## src/rtl/change_dispenser_pkg.sv

```systemverilog
// Shared definitions for the change dispenser: credit width, tube select codes,
// denomination defaults, FSM state encoding and saturating credit arithmetic.
package change_dispenser_pkg;

   localparam int unsigned CreditW = 8;

   localparam int unsigned DenomADefault = 5;
   localparam int unsigned DenomBDefault = 2;
   localparam int unsigned DenomCDefault = 1;

   localparam logic [1:0] SelA = 2'd0;
   localparam logic [1:0] SelB = 2'd1;
   localparam logic [1:0] SelC = 2'd2;

   typedef enum logic [2:0] {
      StIdle,
      StSelect,
      StEject,
      StRelease,
      StDone,
      StShort
   } state_e;

   // Sum of two credit values, clamped to the largest representable amount.
   function automatic logic [CreditW-1:0] sat_add(input logic [CreditW-1:0] a,
                                                  input logic [CreditW-1:0] b);
      logic [CreditW:0] sum;
      sum = {1'b0, a} + {1'b0, b};
      return sum[CreditW] ? {CreditW{1'b1}} : sum[CreditW-1:0];
   endfunction

endpackage

```

## src/rtl/change_dispenser_coin_selector.sv

```systemverilog
// Greedy coin picker: the largest denomination not exceeding the amount owed
// whose tube still holds at least one coin.
module coin_selector
   import change_dispenser_pkg::*;
#(
   parameter int unsigned DENOM_A = DenomADefault,
   parameter int unsigned DENOM_B = DenomBDefault,
   parameter int unsigned DENOM_C = DenomCDefault
) (
   input  logic [CreditW-1:0] remaining,
   input  logic [3:0]         inv_a,
   input  logic [3:0]         inv_b,
   input  logic [3:0]         inv_c,
   output logic               found,
   output logic [1:0]         sel,
   output logic [CreditW-1:0] denom
);

   localparam logic [CreditW-1:0] DenA = CreditW'(DENOM_A);
   localparam logic [CreditW-1:0] DenB = CreditW'(DENOM_B);
   localparam logic [CreditW-1:0] DenC = CreditW'(DENOM_C);

   always_comb begin
      found = 1'b0;
      sel   = SelA;
      denom = '0;
      if (remaining >= DenA && inv_a != 4'd0) begin
         found = 1'b1;
         sel   = SelA;
         denom = DenA;
      end else if (remaining >= DenB && inv_b != 4'd0) begin
         found = 1'b1;
         sel   = SelB;
         denom = DenB;
      end else if (remaining >= DenC && inv_c != 4'd0) begin
         found = 1'b1;
         sel   = SelC;
         denom = DenC;
      end
   end

endmodule

```

## src/rtl/change_dispenser.sv

```systemverilog
// Change payout engine: latches owed change, ejects coins greedily over a 4-phase
// hopper handshake and tracks tube inventory. CHANGE_TIMEOUT_EN adds an ack watchdog.
module change_dispenser
   import change_dispenser_pkg::*;
#(
   parameter int unsigned DENOM_A  = DenomADefault,
   parameter int unsigned DENOM_B  = DenomBDefault,
   parameter int unsigned DENOM_C  = DenomCDefault,
   parameter int unsigned INV_INIT = 8
`ifdef CHANGE_TIMEOUT_EN
   , parameter int unsigned TIMEOUT_CYCLES = 1000
`endif
) (
   input  logic               clk,
   input  logic               rst,
   input  logic               change_returning,
   input  logic [CreditW-1:0] change_due,
   input  logic               refill,
   output logic               eject_req,
   output logic [1:0]         eject_sel,
   input  logic               eject_ack,
   output logic               busy,
   output logic [CreditW-1:0] remaining,
   output logic [3:0]         inv_a,
   output logic [3:0]         inv_b,
   output logic [3:0]         inv_c,
   output logic               dispense_done,
   output logic               short_flag,
   output logic               timeout_flag
);

   localparam logic [3:0] InvInit = 4'(INV_INIT);

   state_e             state_q, state_d;
   logic [1:0]         sel_q, sel_d;
   logic [CreditW-1:0] denom_q, denom_d;
   logic [CreditW-1:0] remaining_q, remaining_d, rem_base;
   logic [3:0]         inv_a_q, inv_b_q, inv_c_q;
   logic               pick_found;
   logic [1:0]         pick_sel;
   logic [CreditW-1:0] pick_denom;
   logic               ack_take, timeout, wd_expire;

   coin_selector #(
      .DENOM_A (DENOM_A),
      .DENOM_B (DENOM_B),
      .DENOM_C (DENOM_C)
   ) u_coin_selector (
      .remaining (remaining_q),
      .inv_a     (inv_a_q),
      .inv_b     (inv_b_q),
      .inv_c     (inv_c_q),
      .found     (pick_found),
      .sel       (pick_sel),
      .denom     (pick_denom)
   );

`ifdef CHANGE_TIMEOUT_EN
   localparam logic [9:0] TimeoutLast = 10'(TIMEOUT_CYCLES - 1);
   logic [9:0] wd_q, wd_d;

   assign wd_expire = (wd_q == TimeoutLast);

   // Watchdog only runs while a coin is in flight and restarts on every state change.
   always_comb begin
      wd_d = '0;
      if (state_d == state_q && (state_q == StEject || state_q == StRelease)) begin
         wd_d = wd_q + 10'd1;
      end
   end

   always_ff @(posedge clk or posedge rst) begin
      if (rst) wd_q <= '0;
      else     wd_q <= wd_d;
   end
`else
   assign wd_expire = 1'b0;
`endif

   always_comb begin
      state_d  = state_q;
      sel_d    = sel_q;
      denom_d  = denom_q;
      ack_take = 1'b0;
      timeout  = 1'b0;
      unique case (state_q)
         StIdle: if (change_returning) state_d = StSelect;
         StSelect: begin
            if (remaining_q == '0) begin
               state_d = StDone;
            end else if (pick_found) begin
               sel_d   = pick_sel;
               denom_d = pick_denom;
               state_d = StEject;
            end else begin
               state_d = StShort;
            end
         end
         StEject: begin
            if (eject_ack) begin
               ack_take = 1'b1;
               state_d  = StRelease;
            end else if (wd_expire) begin
               timeout = 1'b1;
               state_d = StShort;
            end
         end
         StRelease: begin
            if (!eject_ack) begin
               state_d = StSelect;
            end else if (wd_expire) begin
               timeout = 1'b1;
               state_d = StShort;
            end
         end
         StDone:  state_d = StIdle;
         StShort: state_d = StIdle;
         default: state_d = StIdle;
      endcase

      // The selected coin never exceeds the debt, so the subtraction cannot wrap.
      rem_base = ack_take ? remaining_q - denom_q : remaining_q;
      remaining_d = change_returning ? sat_add(rem_base, change_due) : rem_base;
   end

   always_ff @(posedge clk or posedge rst) begin
      if (rst) begin
         state_q     <= StIdle;
         sel_q       <= SelA;
         denom_q     <= '0;
         remaining_q <= '0;
      end else begin
         state_q     <= state_d;
         sel_q       <= sel_d;
         denom_q     <= denom_d;
         remaining_q <= remaining_d;
      end
   end

   always_ff @(posedge clk or posedge rst) begin
      if (rst) begin
         inv_a_q <= InvInit;
         inv_b_q <= InvInit;
         inv_c_q <= InvInit;
      end else if (state_q == StIdle && refill) begin
         inv_a_q <= InvInit;
         inv_b_q <= InvInit;
         inv_c_q <= InvInit;
      end else if (ack_take) begin
         unique case (sel_q)
            SelA:    inv_a_q <= inv_a_q - 4'd1;
            SelB:    inv_b_q <= inv_b_q - 4'd1;
            default: inv_c_q <= inv_c_q - 4'd1;
         endcase
      end
   end

   assign eject_req     = (state_q == StEject) && !timeout;
   assign eject_sel     = sel_q;
   assign busy          = (state_q != StIdle);
   assign remaining     = remaining_q;
   assign inv_a         = inv_a_q;
   assign inv_b         = inv_b_q;
   assign inv_c         = inv_c_q;
   assign dispense_done = (state_q == StDone);
   assign short_flag    = (state_q == StShort);
   assign timeout_flag  = timeout;

endmodule

```

## config.mk

```make
export PLATFORM = sky130hd
export DESIGN_NAME = change_dispenser
export DESIGN_NICKNAME = d
export VERILOG_FILES = /design/src/rtl/change_dispenser_pkg.sv /design/src/rtl/change_dispenser_coin_selector.sv /design/src/rtl/change_dispenser.sv
export SDC_FILE = /design/constraint.sdc
export NUM_CORES = 1
export LEC_CHECK = 0
export BUFFER_PORTS_ARGS = -buffer_cell sky130_fd_sc_hd__buf_4
export CORE_MARGIN = 2
export CORE_UTILIZATION = 50
export DETAILED_ROUTE_END_ITERATION = 16
export PLACE_DENSITY = 0.77
export RECOVER_POWER = 50
export SYNTH_ARGS = -nofsm -noshare
export SYNTH_HDL_FRONTEND = slang
export SYNTH_SLANG_ARGS = --single-unit
```

## constraint.sdc

```tcl
create_clock -name clk -period 2.56 [get_ports clk]
set_input_delay 0.128 -clock clk [delete_from_list [all_inputs] [get_ports clk]]
set_output_delay 0.128 -clock clk [all_outputs]
set_load 0.02 [all_outputs]
```

# Yosys cells after proc, flatten, opt, wreduce, memory -nomap -nowiden
# Index checks and enable logic that the tools add are counted.
# word_totals
memories	0
mem_bits_ro	0
ramBits	0
regBits	33
inputBits	13
out_inout_bits	27
elab_cells	75
latchBits	0
# classes
reduce_logical	20
mul	0
eq_ne	10
mux	29
order_cmp	3
n_addsub	5
bitwise_logic	1
n_shift	0
div_mod_pow	0
# op_table
cell	count
$mux 8	5
$mux 4	9
$mux 3	5
$pmux 3 s4	1
$reduce_bool 4->1	3
$sub 4x1->4 const B	3
$add 8x8->9	1
$ge 8x1->1 const B	1
$ge 8x2->1 const B	1
$ge 8x3->1 const B	1
$logic_not 8->1	1
$sub 8x8->8	1
$eq 3x2->1 const B	2
$eq 3x3->1 const B	2
$mux 1	6
$mux 2	3
$ne 2x2->1 const B	3
$reduce_and 2->1	3
$reduce_and 3->1	2
$reduce_bool 2->1	3
$logic_and 1x1->1	4
$eq 3x1->1 const B	1
$logic_not 3->1	1
$reduce_bool 3->1	1
other kinds (5)	5

# Logic depth before layout (Yosys ltp)
# depth
word_depth	8
depth_mapped	13

# Hierarchy
# From an unflattened synthesis, not the netlist that was laid out.
# hier_totals
cells_unflattened	257
hier_area_um2	2344.7
# modules_own_cells
mod	instances	area_each_um2	seq_area_each_um2	cells_per_inst
change_dispenser	1	2185.8	829.5	235
coin_selector	1	158.9	0.0	22

# Least setup slack after synthesis
# No wires, ideal clock.
# synth_path
kind	flip-flop to flip-flop
start	register remaining_q[0] (netlist: remaining[0])
end	register remaining_q[6] (netlist: remaining[6])
arrival_ns	2.825
setup_ns	0.126
path_buffers	0
stages_incl_launch_ff	13
setup_slack_ns	-0.391
synth_period_minus_slack_ns	2.951
cell_sequence	dfrtp_1 inv_1 ha_1 inv_1 fa_1 xnor2_1 o21ai_0 ha_1 nor2b_1 o311a_1 o21ai_1 nand2_1 o32a_1
# synth_between
elab_chain_len	5
# synth_rtl
item	line	text
start, declared	change_dispenser.sv:37	logic [CreditW-1:0] remaining_q, remaining_d, rem_base;
start signal, assigned	change_dispenser.sv:136	remaining_q <= remaining_d;
$sub 8x8->8	change_dispenser.sv:122	rem_base = ack_take ? remaining_q - denom_q : remaining_q;
$mux 8 (*)	change_dispenser.sv:122	
$add 8x8->9	change_dispenser_pkg.sv:28	sum = {1'b0, a} + {1'b0, b};
$mux 8	change_dispenser_pkg.sv:29	return sum[CreditW] ? {CreditW{1'b1}} : sum[CreditW-1:0];
$mux 8 (*)	change_dispenser.sv:123	remaining_d = change_returning ? sat_add(rem_base, change_due) : rem_base;
net remaining_d[6]	change_dispenser.sv:37	
# The timed path passes the listed nets; every way through them passes the cells marked *.
# A chain may end at the register's enable or synchronous reset.

# Worst setup path in the final report
# Same ends and word-level chain as after synthesis.

==> impl_results.html <==
<table>
<tr><th>Metric</th><th>Value</th></tr>
<tr><th colspan="2">Status</th></tr>
<tr><td>Result of the run</td><td>finished with violations</td></tr>
<tr><td>Violations in the final reports</td><td>setup timing</td></tr>
<tr><th colspan="2">Yosys</th></tr>
<tr><td>Synth warn</td><td>0</td></tr>
<tr><td>Post-Syn Area</td><td>1990 µm²</td></tr>
<tr><td>Number of different library cells in the post-synthesis netlist</td><td>53</td></tr>
<tr><td>EDFF count, synth</td><td>0</td></tr>
<tr><td>Post-synthesis sequential area ratio</td><td>0.341</td></tr>
<tr><td>Post-synthesis cell type with the largest combined area</td><td>dfrtp_1</td></tr>
<tr><td>Number of flip-flops and latches in the synthesized netlist</td><td>27</td></tr>
<tr><td>Share of Yosys cell area claimed by the top area cell type</td><td>0.302</td></tr>
<tr><td>Async set or reset register ratio after synthesis</td><td>1.00</td></tr>
<tr><td>Syn Inst Count</td><td>221</td></tr>
<tr><td>Average cell area after synthesis</td><td>9.01 µm²</td></tr>
<tr><td>Syn_nets</td><td>250</td></tr>
<tr><td>Area contributors post-synth</td><td>dfrtp_1, ha_1, xnor2_1</td></tr>
<tr><td>Dominant register cell in the synthesized netlist</td><td>dfrtp_1</td></tr>
<tr><th colspan="2">Timing</th></tr>
<tr><td>Post-route minimum period</td><td>2.82 ns</td></tr>
<tr><td>Slew at the pin closest to its max-slew limit</td><td>0.961 ns</td></tr>
<tr><td>Achievable clock frequency</td><td>roughly 0.35 GHz</td></tr>
<tr><td>Final Hold Viols</td><td>0</td></tr>
<tr><td>Headroom to the max-slew limit</td><td>0.359</td></tr>
<tr><td>Clock Skew</td><td>0.00456 ns</td></tr>
<tr><td>Share of the cycle needed by the critical path after routing</td><td>1.10</td></tr>
<tr><td>Setup repair after global routing missed its margin</td><td>true</td></tr>
<tr><td>Post-layout worst setup margin</td><td>-0.259 ns</td></tr>
<tr><td>Worst hold slack</td><td>0.0701 ns</td></tr>
<tr><td>Final setup violation count</td><td>8</td></tr>
<tr><td>Number of slew-limit violations in the final report</td><td>0</td></tr>
<tr><th colspan="2">Routing</th></tr>
<tr><td>Detailed-route via count</td><td>1,916</td></tr>
<tr><td>Wl on met1</td><td>2360 µm</td></tr>
<tr><td>Vias per cell</td><td>approximately 5.6</td></tr>
<tr><td>Wire length after detailed routing</td><td>5510 µm</td></tr>
<tr><td>DR top layer</td><td>met4</td></tr>
<tr><td>Wire length per cell</td><td>16.0 µm</td></tr>
<tr><td>Initial DRT Pass Iterations</td><td>4</td></tr>
<tr><td>Routed met2 length</td><td>2840 µm</td></tr>
<tr><td>Final ANT Viol Nets</td><td>0</td></tr>
<tr><td>DR DRC count</td><td>0</td></tr>
<tr><td>Met3 wire length</td><td>202 µm</td></tr>
<tr><td>Initial DRC Count</td><td>162</td></tr>
<tr><th colspan="2">Setup path</th></tr>
<tr><td>Cell with the biggest individual delay on the critical path</td><td>dfrtp_2</td></tr>
<tr><td>Startpoint Class</td><td>flip-flop</td></tr>
<tr><td>Data required time at the worst endpoint</td><td>between 2 and 3 ns</td></tr>
<tr><td>Crit Path Class</td><td>reg -&gt; reg</td></tr>
<tr><td>Gate family responsible for the most delay along the worst path</td><td>compound AO/OA/AOI/OAI gates</td></tr>
<tr><td>Cell chain of the critical path</td><td>inv_2, ha_4, inv_2, fa_2, xnor2_2, o21ai_2, ha_4, nor2b_4, o311a_4, o21ai_4, nand2_2, o32a_1</td></tr>
<tr><td>CP endpoint kind</td><td>flip-flop</td></tr>
<tr><td>Arrival time worst endpoint</td><td>2.98 ns</td></tr>
<tr><td>Delay of the slowest cell on the worst path</td><td>around 0.42 ns</td></tr>
<tr><td>Critical path buffer and inverter count</td><td>2</td></tr>
<tr><td>Largest fanout on the critical path</td><td>4</td></tr>
<tr><th colspan="2">GRT</th></tr>
<tr><td>Initial antenna violation count</td><td>0</td></tr>
<tr><td>GRT Resource Usage Total</td><td>0.248</td></tr>
<tr><td>Vias in the first global route</td><td>1,841</td></tr>
<tr><td>Residual overflow from global routing</td><td>0</td></tr>
<tr><td>First-pass GRT wire length</td><td>8430 µm</td></tr>
<tr><td>Largest net degree at the start of global routing</td><td>27</td></tr>
<tr><th colspan="2">Pwr</th></tr>
<tr><td>Reported net switching power</td><td>1.67 mW</td></tr>
<tr><td>Net Sw Frac</td><td>0.462</td></tr>
<tr><td>Clock share of power</td><td>0.067</td></tr>
<tr><td>Flop pwr share</td><td>0.233</td></tr>
<tr><td>Ratio of total power to cell area</td><td>1280 nW/µm²</td></tr>
<tr><td>Pleak</td><td>1.25 nW</td></tr>
<tr><td>Power share of the combinational group</td><td>0.700</td></tr>
<tr><td>Internal power</td><td>around 2 mW</td></tr>
<tr><td>Power Total</td><td>3.62 mW</td></tr>
<tr><td>Max rail drop VDD</td><td>0.000667 V</td></tr>
<tr><th colspan="2">Cells and area</th></tr>
<tr><td>Area taken by multi-input logic gates</td><td>about 1400 µm²</td></tr>
<tr><td>Area overhead of the layout relative to synthesis</td><td>42.2%</td></tr>
<tr><td>Final Instance Count excl. Fillers</td><td>344</td></tr>
<tr><td>Sequential cell area in the final layout</td><td>682 µm²</td></tr>
<tr><td>Post-layout util</td><td>0.756</td></tr>
<tr><td>Share of cells above drive strength 1</td><td>0.426</td></tr>
<tr><td>Fin nets</td><td>326</td></tr>
<tr><td>Number of filler instances in the final layout</td><td>255</td></tr>
<tr><td>Antenna cell count</td><td>0</td></tr>
<tr><th colspan="2">Placed design</th></tr>
<tr><td>Total placed cells including tap cells</td><td>335</td></tr>
<tr><td>Setup slack after placement</td><td>-0.267 ns</td></tr>
<tr><td>Routability congestion estimate</td><td>0.821</td></tr>
<tr><td>Detailed Place HPWL</td><td>between 3000 and 4000 µm</td></tr>
<tr><td>Port Buffers</td><td>38</td></tr>
<tr><th colspan="2">Clock network</th></tr>
<tr><td>H-tree levels</td><td>1</td></tr>
<tr><td>Number of clock sinks seen by CTS</td><td>27</td></tr>
<tr><td>Number of buffers created by CTS</td><td>3</td></tr>
<tr><td>Max Root-Sink Buffers</td><td>2</td></tr>
<tr><td>Cell at the root of the clock tree</td><td>clkbuf_8</td></tr>
<tr><td>TritonCTS clock tree</td><td>built</td></tr>
<tr><td>Hold buffer count at cts</td><td>0</td></tr>
<tr><td>Clock-pin slew reported for the worst setup and hold paths after clock tree synthesis</td><td>around 0.090 ns</td></tr>
<tr><td>Clk_lat worst skew</td><td>about 0.27 ns</td></tr>
<tr><th colspan="2">Job</th></tr>
<tr><td># Max-Cap Violations</td><td>0</td></tr>
<tr><th colspan="2">Floorplanning</th></tr>
<tr><td>Placeable core area</td><td>3740 µm²</td></tr>
<tr><td>DIE WIDTH</td><td>67.1 µm</td></tr>
<tr><td>Initial standard-cell utilization of the core</td><td>0.532</td></tr>
<tr><td>Vert. Die Dim</td><td>67.1 µm</td></tr>
<tr><td>Die area</td><td>4500 µm²</td></tr>
<tr><td>I/O pin cnt</td><td>40</td></tr>
<tr><td>Number of rows created at floorplan</td><td>22</td></tr>
<tr><th colspan="2">Worst hold path</th></tr>
<tr><td>Tightest Hold Check Type</td><td>in -&gt; async</td></tr>
</table>
[cell type report]
cell class / instances / area share
Inverter: 23 / 0.0305
Timing Repair Buffer: 78 / 0.196
Sequential cell: 27 / 0.241
Tap cell: 48 / 0.0212
Multi-Input combinational cell: 164 / 0.495
Clock buffer: 4 / 0.0159
[synth_stat cells (all sizes together) (2+ instances only)]
cell type,count
dfrtp,24
inv,23
nor2,18
o21ai,18
nand2,15
ha,14
a21oi,13
xnor2,12
nand3,8
nor3,7
buf,6
nor3b,6
nor4,4
or3,4
xor2,4
a21o,3
and2,3
dfstp,3
o22a,3
or3b,3
fa,2
nor2b,2
[stage by stage]
step                      setup TNS, ns  area (µm²)
after floorplan                  -0.329        2010
after global placement            -1.08        2570
after detailed placement          -1.45        2570
after CTS                        -0.576        2770
after global routing              -1.92        2830
final                             -1.27        2830
[flip-flops by register name, summed over array words and instances (netlist names)]
| name | flops |
|---|---|
| remaining | 8 |
| inv_a | 4 |
| inv_b | 4 |
| inv_c | 4 |
| state_q | 3 |
| denom_q | 2 |
| eject_sel | 2 |
[cells in the final DEF (no fill, tap or decap), drive strengths merged, types with 2 or more instances in the layout]
cell	synthesis	layout
nand2	15	15
fa	2	2
dfrtp	24	24
nor2b	2	2
nor3b	6	6
ha	14	14
xnor2	12	12
xor2	4	4
o21ai	18	18
or3b	3	3
inv	23	23
a21o	3	3
nor4	4	4
nor2	18	18
dfstp	3	3
and2	3	3
nor3	7	7
nand3	8	8
o22a	3	3
a21oi	13	13
clkbuf	1	15
or3	4	4
buf	6	67
[power by group through the flow]
stage                     combinational [mW]  sequential, mW  clock, mW
after CTS                               2.34           0.838      0.250
after global placement                  2.05           0.828          0
after floorplan                         1.10           0.994          0
final                                   2.53           0.843      0.244
after global routing                    2.72           0.871      0.264
after detailed placement                2.10           0.833          0
[layer usage]
layer | global-route usage | vias to the layer above
li1 | - | 925
met1 | 0.317 | 929
met2 | 0.446 | 52
met3 | 0.0304 | 10
met4 | 0.0485 | 0
met5 | 0 | -
[logic make-up (layout without fill, tap and decap cells)]
| family | after synthesis | after routing | synth area share |
|---|---|---|---|
| XOR/XNOR | 16 | 16 | 0.0704 |
| buffers and inverters | 30 | 105 | 0.0660 |
| AND/OR/NAND/NOR | 78 | 78 | 0.237 |
| multiplexers | 1 | 1 | 0.00503 |
| AO/OA/AOI/OAI | 52 | 52 | 0.170 |
| adder cells (fa/ha/maj) | 16 | 16 | 0.108 |
| other | 1 | 1 | 0.00188 |
| flip-flops | 27 | 27 | 0.341 |
[worst paths after layout]
check,from,endpoint,slack (ns),cells after the start
worst max-delay path,remaining[0],remaining[6],-0.26,12
worst min-delay path,rst,remaining[3],0.07,2
worst max register to register,remaining[0],remaining[6],-0.26,12
worst min register to register,denom_q[2],denom_q[2],0.53,1
max in group asynchronous,rst,remaining[1],1.84,2
min in group clk,eject_ack,state_q[1],0.21,3
[timing repair]
item	CTS	global route
gates resized for setup	24	15
pin swaps	14	8
buffers inserted	3	2
setup endpoints to repair	8	8
Power figures use the tool's default switching activity.
